[src/rtl/mult_pkg.sv]
// Shared constants and helpers for the fixed-point multiplier.
package mult_pkg;

  localparam int MULT_WIDTH_DEF = 32;
  localparam int MULT_FRAC_DEF  = 0;
  localparam int MULT_LATENCY   = 2;
  localparam int MULT_MAX_W     = 64;

  // Low w bits hold 0111...1
  function automatic logic [MULT_MAX_W-1:0] mult_max_pos(input int w);
    return (MULT_MAX_W'(1) << (w - 1)) - MULT_MAX_W'(1);
  endfunction

  // Low w bits hold 1000...0
  function automatic logic [MULT_MAX_W-1:0] mult_max_neg(input int w);
    return MULT_MAX_W'(1) << (w - 1);
  endfunction

endpackage

[src/rtl/fixed_point_multiplier_sat_clamp.sv]
// Narrows the rescaled 2*WIDTH product to WIDTH bits and flags overflow.
// MULT_SATURATE_EN selects clamping on overflow; otherwise the value wraps.
module sat_clamp
  import mult_pkg::*;
#(
  parameter int WIDTH = MULT_WIDTH_DEF
) (
  input  logic [2*WIDTH-1:0] s_i,
  output logic [WIDTH-1:0]   result_o,
  output logic               overflow_o
);

  // In range only when every bit from WIDTH-1 upward copies the sign
  assign overflow_o = !((&s_i[2*WIDTH-1:WIDTH-1]) || !(|s_i[2*WIDTH-1:WIDTH-1]));

`ifdef MULT_SATURATE_EN
  localparam logic [MULT_MAX_W-1:0] MAXP = mult_max_pos(WIDTH);
  localparam logic [MULT_MAX_W-1:0] MAXN = mult_max_neg(WIDTH);

  always_comb begin
    result_o = s_i[WIDTH-1:0];
    if (overflow_o) result_o = s_i[2*WIDTH-1] ? MAXN[WIDTH-1:0] : MAXP[WIDTH-1:0];
  end
`else
  assign result_o = s_i[WIDTH-1:0];
`endif

endmodule

[src/rtl/fixed_point_multiplier.sv]
// Two-stage signed fixed-point multiplier: operand register, then rescale/clamp register.
// Build option MULT_SATURATE_EN (in sat_clamp) clamps overflowed results.
module fixed_point_multiplier
  import mult_pkg::*;
#(
  parameter int WIDTH     = MULT_WIDTH_DEF,
  parameter int FRAC_BITS = MULT_FRAC_DEF
) (
  input  logic             clk_i,
  input  logic             rst_i,
  input  logic             in_valid_i,
  input  logic [WIDTH-1:0] x_i,
  input  logic [WIDTH-1:0] y_i,
  output logic             out_valid_o,
  output logic [WIDTH-1:0] result_o,
  output logic             overflow_o
);

  logic [MULT_LATENCY:1]       vld_pipe_q;
  logic [WIDTH-1:0]            x_q, y_q;
  logic [WIDTH-1:0]            res_q, res_d;
  logic                        ovf_q, ovf_d;
  logic signed [2*WIDTH-1:0]   xe, ye, prod, scaled;

  assign xe     = {{WIDTH{x_q[WIDTH-1]}}, x_q};
  assign ye     = {{WIDTH{y_q[WIDTH-1]}}, y_q};
  assign prod   = xe * ye;
  assign scaled = prod >>> FRAC_BITS;

  sat_clamp #(.WIDTH(WIDTH)) u_clamp (
    .s_i       (scaled),
    .result_o  (res_d),
    .overflow_o(ovf_d)
  );

  always_ff @(posedge clk_i) begin
    if (rst_i) begin
      vld_pipe_q <= '0;
      x_q        <= '0;
      y_q        <= '0;
      res_q      <= '0;
      ovf_q      <= 1'b0;
    end else begin
      vld_pipe_q <= {vld_pipe_q[MULT_LATENCY-1:1], in_valid_i};
      if (in_valid_i) begin
        x_q <= x_i;
        y_q <= y_i;
      end
      // Outputs only move when a real pair reaches them, so they hold otherwise
      if (vld_pipe_q[1]) begin
        res_q <= res_d;
        ovf_q <= ovf_d;
      end
    end
  end

  assign out_valid_o = vld_pipe_q[MULT_LATENCY];
  assign result_o    = res_q;
  assign overflow_o  = ovf_q;

endmodule

[config.mk]
export PLATFORM = sky130hd
export DESIGN_NAME = fixed_point_multiplier
export DESIGN_NICKNAME = d
export VERILOG_FILES = /design/src/rtl/mult_pkg.sv /design/src/rtl/fixed_point_multiplier_sat_clamp.sv /design/src/rtl/fixed_point_multiplier.sv
export SDC_FILE = /design/constraint.sdc
export NUM_CORES = 2
export LEC_CHECK = 0
export CORE_MARGIN = 2
export CORE_UTILIZATION = 28
export CTS_BUF_LIST = sky130_fd_sc_hd__clkbuf_16
export CTS_CLUSTER_DIAMETER = 40
export DETAILED_ROUTE_END_ITERATION = 12
export GPL_ROUTABILITY_DRIVEN = 0
export HOLD_SLACK_MARGIN = 0.06
export PLACE_DENSITY = 0.52
export SLEW_MARGIN = 40
export SYNTH_ARGS = -nofsm -noshare
export SYNTH_HDL_FRONTEND = slang
export SYNTH_SLANG_ARGS = --single-unit
[constraint.sdc]
create_clock -name clk_i -period 10.8 [get_ports clk_i]
set_input_delay 1.08 -clock clk_i [delete_from_list [all_inputs] [get_ports clk_i]]
set_output_delay 1.08 -clock clk_i [all_outputs]
set_load 0.05 [all_outputs]
==> results.ini <==
[timing]
slew_violations=0
min_period_ns=9.71
hold_viol_final=0
setup_viol=0
worst_pin_slew_ns=0.931
maxSlewHeadroom_pct=37.7
period_share_pct=89.9
rsz0062_at_grt=false
final.setup.tns_ns=0
clock_skew_ns=0.0246
max_freq_mhz=103

[die]
dieArea_um2=143000
ioPinCount=101
die_x_um=378
core-area_um2=139000
initial_core_util_pct=28.1
row_count=137
dieHeight_um=378

[power_and_ir_drop]
power_leakage_nw=16.3
p_per_area_nw_per_um2=116
ir_drop_uv=140

[route]
ant_nets=0
vias=26800
wl_per_cell_um=18.3
routed_wl_mm=108
first_pass_iters=7
vias_per_cell=4.54
drt_iter0_drc=1401
drc=0

[layout]
layout-drive-gt1-share_pct=3.56
layout.nets=5344
diodes=0
stdcell_count=5891
syn2layout_area_growth_pct=8.64

[worst_setup_path]
path_max_fanout=17
worstPathArrival_ns=10.01
crit_slowest_cell=dfxtp_1
critical_path_class=register to register
cpLargestDelayFamily=adder cells
worstPathBufferInverterCount=6
required_ns=11.11
endpoint_kind=register
cpPeakStageDelay_ns=0.84
startpoint_type=register
cpMostUsedCell=fa_1

[logic_synthesis]
yosysSeqAreaShare_pct=5.07
synth_cells=4053
synth_edf_count=0
syn_avg_cell_area_um2=9.65
ys_warn_count=0
synthesis.nets=5386
synthFlopType=dfxtp_1
synth_seq_cells=99
ys_types=74
synth_area_um2=39100
synthArstFlopShare_pct=0

[grt]
antenna_found_initial=4
grt_pass1_vias=29900
grt_max_degree=52
track_usage_pct=15.8
grt_pass1_wl_mm=174
gr-total-overflow=0

[cts]
clk_latency_ns=0.44
ctsResizeCount=0
ctsRootBufferMaster=clkbuf_16
h-tree-depth=3
numCtsBuffers=9
postCtsHoldBufs=0
cts.sinks=99
cts_tree=built
post_cts_buffers=0
cts_max_path_buffers=2
clk_pin_slew_worst_paths_ns=0.09

[run]
drv_cap=0

[min_path]
hp-class=register to register

[placed_design]
dp.cells=5876
io_buffers=100
dpl.hpwl_mm=93.4

[run_status]
status=finished clean

-- registers in the layout, indices dropped and copies added (netlist names) --
register / cells
overflow_o: 1
vld_pipe_q: 2
result_o: 32
x_q: 32
y_q: 32
-- through the flow --
| step | setup slack (ns) | hold slack [ns] | power, W | area, µm² | utilization, % |
|---|---|---|---|---|---|
| after floorplan | 2.02 | 0.506 | 0.00343 | 39100 | - |
| final | 1.09 | 0.494 | 0.00493 | 42500 | 30.6 |
| after detailed placement | 1.19 | 0.481 | 0.00460 | 42200 | 30.4 |
| after global placement | 1.20 | 0.475 | 0.00458 | 42200 | 30.3 |
| after global routing | 0.498 | 0.514 | 0.00548 | 42500 | 30.6 |
| after CTS | 1.16 | 0.493 | 0.00501 | 42500 | 30.6 |
-- layout by cell type, fill, tap and decap left out, types with 44 or more instances in the layout --
| master | instances |
|---|---|
| dfxtp_1 | 84 |
| nand2_1 | 604 |
| buf_4 | 85 |
| xnor2_1 | 44 |
| and2_1 | 443 |
| inv_1 | 748 |
| a21oi_1 | 71 |
| fa_1 | 1082 |
| mux2i_1 | 92 |
| ha_1 | 184 |
| clkdlybuf4s50_1 | 98 |
| nor2_1 | 140 |
-- area by class of cell --
type,count,area [µm²]
Multi-Input combinational cell,2965,33400
Sequential cell,99,2000
Clock buffer,9,225
Inverter,750,2820
Timing Repair Buffer,186,1680
Clock inverter,6,55.1
Fill cell,14700,96500
Tap cell,1876,2350
-- tightest hold or removal path: stages, from the launching register on --
cell and delay [ns]:
dfxtp_1 0.31, nor2_1 0.08, a211oi_1 0.05
-- cell usage after synthesis (all sizes together), types with 4 or more instances --
master / instances / area, µm²
a21oi: 71 / 355
a21o: 28 / 214
a211oi: 14 / 110
nand4: 33 / 206
o21a: 13 / 97.6
o21ai: 33 / 169
or3: 4 / 25.0
mux2i: 92 / 921
a31oi: 5 / 31.3
nand2: 604 / 2270
nor3: 13 / 65.1
nand2b: 30 / 188
ha: 184 / 2300
nor4: 9 / 62.6
nand3b: 4 / 30.0
xnor2: 44 / 385
buf: 11 / 63.8
o211ai: 5 / 37.5
dfxtp: 99 / 1980
clkbuf: 227 / 872
o21bai: 11 / 82.6
inv: 749 / 2810
nand3: 13 / 65.1
and2: 443 / 2770
nor2b: 9 / 56.3
fa: 1082 / 21700
nor2: 140 / 526
and3: 6 / 41.3
xor2: 23 / 201
-- worst paths after layout --
kind                startpoint            to  slack (ns)  depth (start not counted)
setup / recovery        y_q[3]    overflow_o        1.09                         28
hold / removal    result_o[29]  result_o[29]        0.49                          2
setup reg to reg        y_q[3]    overflow_o        1.09                         28
hold reg to reg   result_o[29]  result_o[29]        0.49                          2
-- metal layers --
layer  vias to the layer above  wire (µm)  GRT usage, %
met5                         -          0             0
met4                         0       2410          3.76
met3                       102       4370          1.93
met2                       556      53700          27.2
met1                     14300      47300          21.2
li1                      11900          -             -
-- kinds of logic after synthesis --
kind of cell               Yosys count  share of synthesized area, %
buffers and inverters              989                          9.62
adders and majority gates         1266                          61.3
AOI/OAI and AO/OA                  217                          3.73
and+or+nand+nor                   1323                          16.5
muxes                               92                          2.35
xor gates and xnor gates            67                          1.50
DFF                                 99                          5.07
-- report_power, final --
group | switching [W] | leakage (nW) | internal (W)
registers | 0.0000854 | 0.819 | 0.000397
logic | 0.00249 | 15.4 | 0.00159
clock network | 0.000208 | 0.139 | 0.000160
total | 0.00278 | 16.3 | 0.00215
Power figures use the tool's default switching activity.
